## src/rtl/mem_arb_pkg.sv

```systemverilog
// Shared types and defaults for the instruction/data memory port arbiter.
// Widths here match the defaults used by processor_core.
package mem_arb_pkg;

    localparam logic SEL_INSTR = 1'b0;
    localparam logic SEL_DATA  = 1'b1;

    localparam int IADDR_W_DEF    = 10;
    localparam int DADDR_W_DEF    = 8;
    localparam int DATA_W_DEF     = 8;
    localparam int INSTR_W_DEF    = 16;
    localparam int MEM_LAT_DEF    = 1;
    localparam int STARVE_MAX_DEF = 4;

    // One in-flight access: valid marks a read awaiting data,
    // sel says which requester gets the response.
    typedef struct packed {
        logic valid;
        logic sel;
    } arb_tag_t;

endpackage

```

## src/rtl/mem_port_arbiter_if.sv

```systemverilog
// Bundle of the fetch, load/store and memory-port signals around the arbiter.
// master: core and memory side (drives requests and mem_rdata); slave: arbiter.
interface mem_port_arbiter_if #(
    parameter int IADDR_W = 10,
    parameter int DADDR_W = 8,
    parameter int DATA_W  = 8,
    parameter int INSTR_W = 16
);
    logic               if_req;
    logic [IADDR_W-1:0] if_addr;
    logic               if_gnt;
    logic               if_rvalid;
    logic [INSTR_W-1:0] if_rdata;

    logic               d_req;
    logic               d_we;
    logic [DADDR_W-1:0] d_addr;
    logic [DATA_W-1:0]  d_wdata;
    logic               d_gnt;
    logic               d_rvalid;
    logic [DATA_W-1:0]  d_rdata;

    logic               mem_en;
    logic               mem_sel;
    logic [IADDR_W-1:0] mem_addr;
    logic               mem_we;
    logic [DATA_W-1:0]  mem_wdata;
    logic [INSTR_W-1:0] mem_rdata;

    modport master (
        output if_req, if_addr,
        input  if_gnt, if_rvalid, if_rdata,
        output d_req, d_we, d_addr, d_wdata,
        input  d_gnt, d_rvalid, d_rdata,
        input  mem_en, mem_sel, mem_addr, mem_we, mem_wdata,
        output mem_rdata
    );

    modport slave (
        input  if_req, if_addr,
        output if_gnt, if_rvalid, if_rdata,
        input  d_req, d_we, d_addr, d_wdata,
        output d_gnt, d_rvalid, d_rdata,
        output mem_en, mem_sel, mem_addr, mem_we, mem_wdata,
        input  mem_rdata
    );

endinterface

```

## src/rtl/arb_tag_pipe.sv

```systemverilog
// Fixed-depth shift register of access tags tracking reads in flight.
// Ports: clk, rst (async, active-high), tag_i (pushed every cycle), tag_o (oldest).
module arb_tag_pipe
    import mem_arb_pkg::*;
#(
    parameter int DEPTH = 1
) (
    input  logic     clk,
    input  logic     rst,
    input  arb_tag_t tag_i,
    output arb_tag_t tag_o
);

    arb_tag_t stage_q [DEPTH];

    always_ff @(posedge clk or posedge rst) begin
        if (rst) begin
            for (int i = 0; i < DEPTH; i++) begin
                stage_q[i] <= '0;
            end
        end else begin
            stage_q[0] <= tag_i;
            for (int i = 1; i < DEPTH; i++) begin
                stage_q[i] <= stage_q[i-1];
            end
        end
    end

    assign tag_o = stage_q[DEPTH-1];

endmodule

```

## src/rtl/mem_port_arbiter.sv

```systemverilog
// Shares one memory port between instruction fetch and load/store, one grant per cycle.
// Ports: clk, reset (async, active-high), bus (slave view of mem_port_arbiter_if).
// Optional fetch starvation guard: define ARB_STARVE_GUARD_EN.
module mem_port_arbiter
    import mem_arb_pkg::*;
#(
    parameter int IADDR_W    = IADDR_W_DEF,
    parameter int DADDR_W    = DADDR_W_DEF,
    parameter int DATA_W     = DATA_W_DEF,
    parameter int INSTR_W    = INSTR_W_DEF,
    parameter int MEM_LAT    = MEM_LAT_DEF
`ifdef ARB_STARVE_GUARD_EN
    ,
    parameter int STARVE_MAX = STARVE_MAX_DEF
`endif
) (
    input logic              clk,
    input logic              reset,
    mem_port_arbiter_if.slave bus
);

    logic     if_gnt;
    logic     d_gnt;
    logic     force_if;
    arb_tag_t tag_push;
    arb_tag_t tag_pop;

`ifdef ARB_STARVE_GUARD_EN
    localparam int CNT_W = $clog2(STARVE_MAX + 1);

    logic [CNT_W-1:0] starve_q;
    logic [CNT_W-1:0] starve_d;

    // Saturated counter means fetch has waited long enough.
    assign force_if = (starve_q == CNT_W'(STARVE_MAX));

    always_comb begin
        starve_d = starve_q;
        if (if_gnt) begin
            starve_d = '0;
        end else if (bus.if_req && !force_if) begin
            starve_d = starve_q + 1'b1;
        end
    end

    always_ff @(posedge clk or posedge reset) begin
        if (reset) begin
            starve_q <= '0;
        end else begin
            starve_q <= starve_d;
        end
    end
`else
    assign force_if = 1'b0;
`endif

    // Data wins unless the guard forces a contended fetch.
    // Grants are held low during reset.
    always_comb begin
        d_gnt  = bus.d_req & ~(force_if & bus.if_req) & ~reset;
        if_gnt = bus.if_req & ~d_gnt & ~reset;
    end

    always_comb begin
        bus.mem_en    = 1'b0;
        bus.mem_sel   = SEL_INSTR;
        bus.mem_addr  = '0;
        bus.mem_we    = 1'b0;
        bus.mem_wdata = '0;
        if (d_gnt) begin
            bus.mem_en    = 1'b1;
            bus.mem_sel   = SEL_DATA;
            bus.mem_addr  = IADDR_W'(bus.d_addr);
            bus.mem_we    = bus.d_we;
            bus.mem_wdata = bus.d_wdata;
        end else if (if_gnt) begin
            bus.mem_en   = 1'b1;
            bus.mem_addr = bus.if_addr;
        end
    end

    // Stores push an empty slot so the pipe stays aligned
    // with the memory's read latency.
    always_comb begin
        tag_push.valid = if_gnt | (d_gnt & ~bus.d_we);
        tag_push.sel   = d_gnt ? SEL_DATA : SEL_INSTR;
    end

    arb_tag_pipe #(
        .DEPTH (MEM_LAT)
    ) u_tag_pipe (
        .clk   (clk),
        .rst   (reset),
        .tag_i (tag_push),
        .tag_o (tag_pop)
    );

    assign bus.if_gnt    = if_gnt;
    assign bus.d_gnt     = d_gnt;
    assign bus.if_rvalid = tag_pop.valid & (tag_pop.sel == SEL_INSTR);
    assign bus.d_rvalid  = tag_pop.valid & (tag_pop.sel == SEL_DATA);
    assign bus.if_rdata  = reset ? '0 : bus.mem_rdata;
    assign bus.d_rdata   = reset ? '0 : bus.mem_rdata[DATA_W-1:0];

endmodule

```

## src/flat_wrapper.sv

```systemverilog
// flat-port wrapper written by rule: the top's interface ports become plain ports
module mem_port_arbiter_flat import mem_arb_pkg::*;
#(
    parameter int IADDR_W    = IADDR_W_DEF,
    parameter int DADDR_W    = DADDR_W_DEF,
    parameter int DATA_W     = DATA_W_DEF,
    parameter int INSTR_W    = INSTR_W_DEF,
    parameter int MEM_LAT    = MEM_LAT_DEF

)
  (clk, reset, bus_if_req, bus_if_addr, bus_if_gnt, bus_if_rvalid, bus_if_rdata, bus_d_req, bus_d_we, bus_d_addr, bus_d_wdata, bus_d_gnt, bus_d_rvalid, bus_d_rdata, bus_mem_en, bus_mem_sel, bus_mem_addr, bus_mem_we, bus_mem_wdata, bus_mem_rdata);
  mem_port_arbiter_if #(.IADDR_W(IADDR_W), .DADDR_W(DADDR_W), .DATA_W(DATA_W), .INSTR_W(INSTR_W)) bus_i ();
  input logic clk;
  input logic reset;
  input wire logic [$bits(bus_i.if_req)-1:0] bus_if_req;
  input wire logic [$bits(bus_i.if_addr)-1:0] bus_if_addr;
  output wire logic [$bits(bus_i.if_gnt)-1:0] bus_if_gnt;
  output wire logic [$bits(bus_i.if_rvalid)-1:0] bus_if_rvalid;
  output wire logic [$bits(bus_i.if_rdata)-1:0] bus_if_rdata;
  input wire logic [$bits(bus_i.d_req)-1:0] bus_d_req;
  input wire logic [$bits(bus_i.d_we)-1:0] bus_d_we;
  input wire logic [$bits(bus_i.d_addr)-1:0] bus_d_addr;
  input wire logic [$bits(bus_i.d_wdata)-1:0] bus_d_wdata;
  output wire logic [$bits(bus_i.d_gnt)-1:0] bus_d_gnt;
  output wire logic [$bits(bus_i.d_rvalid)-1:0] bus_d_rvalid;
  output wire logic [$bits(bus_i.d_rdata)-1:0] bus_d_rdata;
  output wire logic [$bits(bus_i.mem_en)-1:0] bus_mem_en;
  output wire logic [$bits(bus_i.mem_sel)-1:0] bus_mem_sel;
  output wire logic [$bits(bus_i.mem_addr)-1:0] bus_mem_addr;
  output wire logic [$bits(bus_i.mem_we)-1:0] bus_mem_we;
  output wire logic [$bits(bus_i.mem_wdata)-1:0] bus_mem_wdata;
  input wire logic [$bits(bus_i.mem_rdata)-1:0] bus_mem_rdata;
  assign bus_i.if_req = bus_if_req;
  assign bus_i.if_addr = bus_if_addr;
  assign bus_if_gnt = bus_i.if_gnt;
  assign bus_if_rvalid = bus_i.if_rvalid;
  assign bus_if_rdata = bus_i.if_rdata;
  assign bus_i.d_req = bus_d_req;
  assign bus_i.d_we = bus_d_we;
  assign bus_i.d_addr = bus_d_addr;
  assign bus_i.d_wdata = bus_d_wdata;
  assign bus_d_gnt = bus_i.d_gnt;
  assign bus_d_rvalid = bus_i.d_rvalid;
  assign bus_d_rdata = bus_i.d_rdata;
  assign bus_mem_en = bus_i.mem_en;
  assign bus_mem_sel = bus_i.mem_sel;
  assign bus_mem_addr = bus_i.mem_addr;
  assign bus_mem_we = bus_i.mem_we;
  assign bus_mem_wdata = bus_i.mem_wdata;
  assign bus_i.mem_rdata = bus_mem_rdata;
  mem_port_arbiter #(.IADDR_W(IADDR_W), .DADDR_W(DADDR_W), .DATA_W(DATA_W), .INSTR_W(INSTR_W), .MEM_LAT(MEM_LAT)) u_core (.clk(clk), .reset(reset), .bus(bus_i));
endmodule
```

## config.mk

```make
export PLATFORM = sky130hd
export DESIGN_NAME = mem_port_arbiter_flat
export DESIGN_NICKNAME = d
export VERILOG_FILES = /design/src/rtl/mem_arb_pkg.sv /design/src/rtl/mem_port_arbiter_if.sv /design/src/rtl/arb_tag_pipe.sv /design/src/rtl/mem_port_arbiter.sv /design/src/flat_wrapper.sv
export SDC_FILE = /design/constraint.sdc
export NUM_CORES = 1
export LEC_CHECK = 0
export BUFFER_PORTS_ARGS = -buffer_cell sky130_fd_sc_hd__buf_2
export CAP_MARGIN = 0
export CORE_UTILIZATION = 27
export CTS_BUF_LIST = sky130_fd_sc_hd__clkbuf_2
export CTS_CLUSTER_DIAMETER = 200
export DETAILED_ROUTE_END_ITERATION = 10
export GPL_ROUTABILITY_DRIVEN = 0
export PLACE_DENSITY = 0.91
export SETUP_SLACK_MARGIN = 0.05
export SLEW_MARGIN = 20
export SYNTH_ARGS = -nofsm -noshare
export SYNTH_HDL_FRONTEND = slang
export SYNTH_HIERARCHICAL = 1
export SYNTH_SLANG_ARGS = --single-unit
```

## constraint.sdc

```tcl
create_clock -name clk -period 3 [get_ports clk]
set_clock_uncertainty 0.2 [all_clocks]
set_input_delay 0.6 -clock clk [delete_from_list [all_inputs] [get_ports clk]]
set_output_delay 0.6 -clock clk [all_outputs]
set_load 0.005 [all_outputs]
```

### Yosys cells after proc, flatten, opt, wreduce, memory -nomap -nowiden

Cells that the tools add are included.

* latch bits: 0
* bits of input ports: 47
* memory bits (writable): 0
* bits in read-only memories: 0
* bits in registers: 2
* output and inout port bits: 49
* memories kept: 0
* logic and storage cells: 22

* reductions and logical operators: 0
* magnitude comparators: 0
* shift operators: 0
* bitwise logic cells: 11
* muxes and demuxes: 9
* add/subtract/negate cells: 0
* multipliers: 0
* equal/unequal tests: 0
* divide/modulo/power cells: 0

Operators with widths (count)
* two-way mux 10 bit: 2
* two-way mux 16 bit: 1
* two-way mux 8 bit: 2
* AND 1 bit: 6
* two-way mux 1 bit: 4
* NOT 1 bit: 4
* bitwise OR 1 bit: 1

### Logic depth before layout (Yosys ltp)

* depth after elaboration: 7
* gate-level depth with buffers: 4
* depth with buffers taken out: 2

### By module

The synthesis kept the hierarchy.

Modules (own cells, without submodules)
* mem_port_arbiter: cells an instance 58, area each 410.4 sq um, seq. area each 0.0 sq um, instances 1
* arb_tag_pipe: cells an instance 3, area each 53.8 sq um, seq. area each 50.0 sq um, instances 1

### Least setup slack after synthesis

OpenSTA, ideal clock, no wires.

* kind: input port to output port
* start: in reset
* end: out bus_if_rdata[0]
* arrival: 1.209 ns
* buffers on the path: 3
* stages: 4
* setup slack: 0.991 ns
* required time: 2.200 ns
* path through: buf_4 > buf_2 > nor2b_1 > buf_4

* cells in the longest elaborated chain, start to end: 1

RTL lines
* start: declaration: RTL line flat_wrapper.sv:14 `input logic reset;`
* two-way mux 16 bit: RTL line mem_port_arbiter.sv:102 `assign bus.if_rdata = reset ? '0 : bus.mem_rdata;`
* end: declaration: RTL line flat_wrapper.sv:19 `output wire logic [$bits(bus_i.if_rdata)-1:0] bus_if_rdata;`

No other way between the ends.

### Worst setup path after layout

* start: in reset
* end: out bus_mem_addr[2]

* cells in the longest elaborated chain, start to end: 7

RTL lines
* NOT 1 bit *: RTL line mem_port_arbiter.sv:60, mem_port_arbiter.sv:61
* AND 1 bit: RTL line mem_port_arbiter.sv:60 `d_gnt = bus.d_req & ~(force_if & bus.if_req) & ~reset;`
* NOT 1 bit: RTL line mem_port_arbiter.sv:61 `if_gnt = bus.if_req & ~d_gnt & ~reset;`
* AND 1 bit (2 in a row): RTL line mem_port_arbiter.sv:61
* two-way mux 10 bit: RTL line mem_port_arbiter.sv:76 `end else if (if_gnt) begin`
* two-way mux 10 bit *: RTL line mem_port_arbiter.sv:70 `if (d_gnt) begin`
* end: declaration: RTL line flat_wrapper.sv:29 `output wire logic [$bits(bus_i.mem_addr)-1:0] bus_mem_addr;`

Every way passes the cells marked *; elsewhere a longest branch is shown, timed or not.

==> flow_summary.json <==
{
  "status": "complete, but fails checks",
  "violations": "DRC",
  "ctsHtreeMaxLevel": 1,
  "place_area_um2": 846,
  "synth_mux_area_frac": 0,
  "dp_hpwl_um": 1480,
  "postCtsSetupBuffers": 0,
  "drt_iter0_markers": 24,
  "drv_cap": 0,
  "ctsHoldBuffers": 0,
  "post_cts_resized": 0,
  "slew_violations": 0,
  "grt.overflow.total": 0,
  "dieArea_mm2": 0.00189,
  "grtUsageTotal": 0.175,
  "grt_max_degree": 22,
  "diodes": 0,
  "syn_nets": 108,
  "vias_per_cell": 4.62,
  "routed_wl_um": 1750,
  "antenna_found_initial": 0,
  "ff_latch_area_um2": 50.0,
  "io_buffers": 95,
  "multi_input_comb_area_um2": 297,
  "antenna_left": 0,
  "tightest_slew_ns": 0.509,
  "ir_drop_mv": 0.0714,
  "start_util": 0.298,
  "rows": 14,
  "power.static_leakage_nw": 0.576,
  "slowest_stage": "and2b_1",
  "rsz0062_at_grt": "no",
  "max_freq_mhz": 398,
  "num_vias": 739,
  "nets": 193,
  "areaGrowthSynthToFinish_pct": 85.4,
  "finalCriticalPeriod_ns": 2.51,
  "io-pin-count": 96,
  "hold_violations": 0,
  "critPathLaunchType": "input pin",
  "synth_cells": 61,
  "layout-drive-gt1-share": 0.688,
  "crit_chain": "buf_2, and2b_1, a32o_1, buf_2",
  "clockRootBuffer": "clkbuf_2",
  "ys_seq_area_frac": 0.108,
  "ys_types": 14,
  "drcViolationCount": 9,
  "arrival_ns": 1.71,
  "clkSlewWorstSetupHoldPaths_ns": 0.03,
  "cp_slowest_stage_delay_ns": 0.41,
  "period_share": 0.837,
  "worst_setup_path_end_kind": "primary output",
  "cp_top_family": "buffers and inverters",
  "synth_top_family_by_area": "simple AND/OR/NAND/NOR gates",
  "ys.warnings.count": 6,
  "grt_pass1_vias": 630,
  "dieHeight_um": 43.5,
  "nFillCells": 149,
  "slew_headroom": 0.660,
  "clock_sinks": 2,
  "yosys.area_share.simple": 0.450,
  "grt_pass1_wl_um": 2460,
  "fin_tns_setup_ns": 0,
  "synth_adder_area_share": 0,
  "synth-compound-area-share": 0.189,
  "cts_buffer_depth": 2,
  "synthXorXnorAreaFrac": 0,
  "cts_buffers": 3,
  "power_density_mw_per_mm2": 196,
  "worstSetupPathType": "in -> out",
  "die_w_um": 43.5,
  "synth_area_um2": 464,
  "cp_max_fo": 21,
  "wl_per_cell_um": 10.9,
  "crit_required_ns": 2.20,
  "ys_ff_latch": 2,
  "avgSynthCellArea_um2": 7.61,
  "worst_path_most_repeated_cell": "buf_2",
  "coreArea_mm2": 0.00156,
  "hold_path.class": "in -> async",
  "path_buf_inv": 2,
  "setup_violations": 0,
  "cts_tree": "yes",
  "largest_reg_flops": 2,
  "final_area_um2": 861,
  "drt_pre_antenna_iters": 7
}
## cell families after synthesis
logic type      after synthesis
compound gates                9
flops                         2
buf+inv                      16
simple gates                 34
## path summary, 6_finish.rpt
check	slack, ns	from	endpoint	cells after the start
setup / recovery	0.49	reset	bus_mem_addr[2]	4
hold / removal	0.22	reset	u_core/u_tag_pipe/tag_o[0]	2
max in group asynchronous	2.26	reset	u_core/u_tag_pipe/tag_o[1]	2
min in group clk	0.41	bus_d_we	u_core/u_tag_pipe/tag_o[1]	2
## cells in the final DEF, fill, tap and decap left out, drive strengths merged
cell / count
buf: 95
nor2b: 17
and2: 11
a32o: 8
clkbuf: 3
nor2: 3
and3: 2
dfrtp: 2
and2b: 1
a211oi: 1
inv: 1
## layer usage
layer | vias up | GRT usage | wire length [µm] | part of all wire
li1 | 364 | - | - | -
met1 | 317 | 0.142 | 519 | 0.30
met2 | 56 | 0.376 | 1010 | 0.58
met3 | 2 | 0.0125 | 196 | 0.11
met4 | 0 | 0.125 | 19 | 0.011
met5 | - | 0 | 0 | 0
## cell usage after synthesis (all sizes together)
master	instances	area, µm²
clkbuf	1	3.75
and2	11	68.8
a32o	8	80.1
inv	1	3.75
buf	14	110
nor2b	17	106
and3	2	12.5
dfrtp	2	50.1
and2b	1	7.51
a211oi	1	7.51
nor2	3	13.8
## metrics by stage
| stage | instances | setup WS, ns | utilization | total power [mW] | hold slack [ns] |
|---|---|---|---|---|---|
| after global routing | 160 | 0.392 | 0.552 | 0.184 | 0.239 |
| after CTS | 160 | 0.485 | 0.552 | 0.173 | 0.209 |
| after floorplan | 61 | 0.991 | - | 0.0799 | 0.141 |
| final | 160 | 0.488 | 0.552 | 0.169 | 0.220 |
| after detailed placement | 157 | 0.488 | 0.543 | 0.127 | 0.423 |
| after global placement | 157 | 0.552 | 0.543 | 0.124 | 0.402 |
## layout make-up
cell class,instances,share of cell area
Multi-Input combinational cell,43,0.344
Clock buffer,3,0.0174
Timing Repair Buffer,95,0.552
Inverter,1,0.00436
Sequential cell,2,0.0581
Tap cell,16,0.0233
## where the power goes
group / internal, mW / total [mW] / switching (mW)
registers: 0.0288 / 0.0294 / 0.000582
clock network: 0.0265 / 0.0420 / 0.0155
logic: 0.0563 / 0.0971 / 0.0408
No activity file was read; power rests on OpenSTA's default activity.
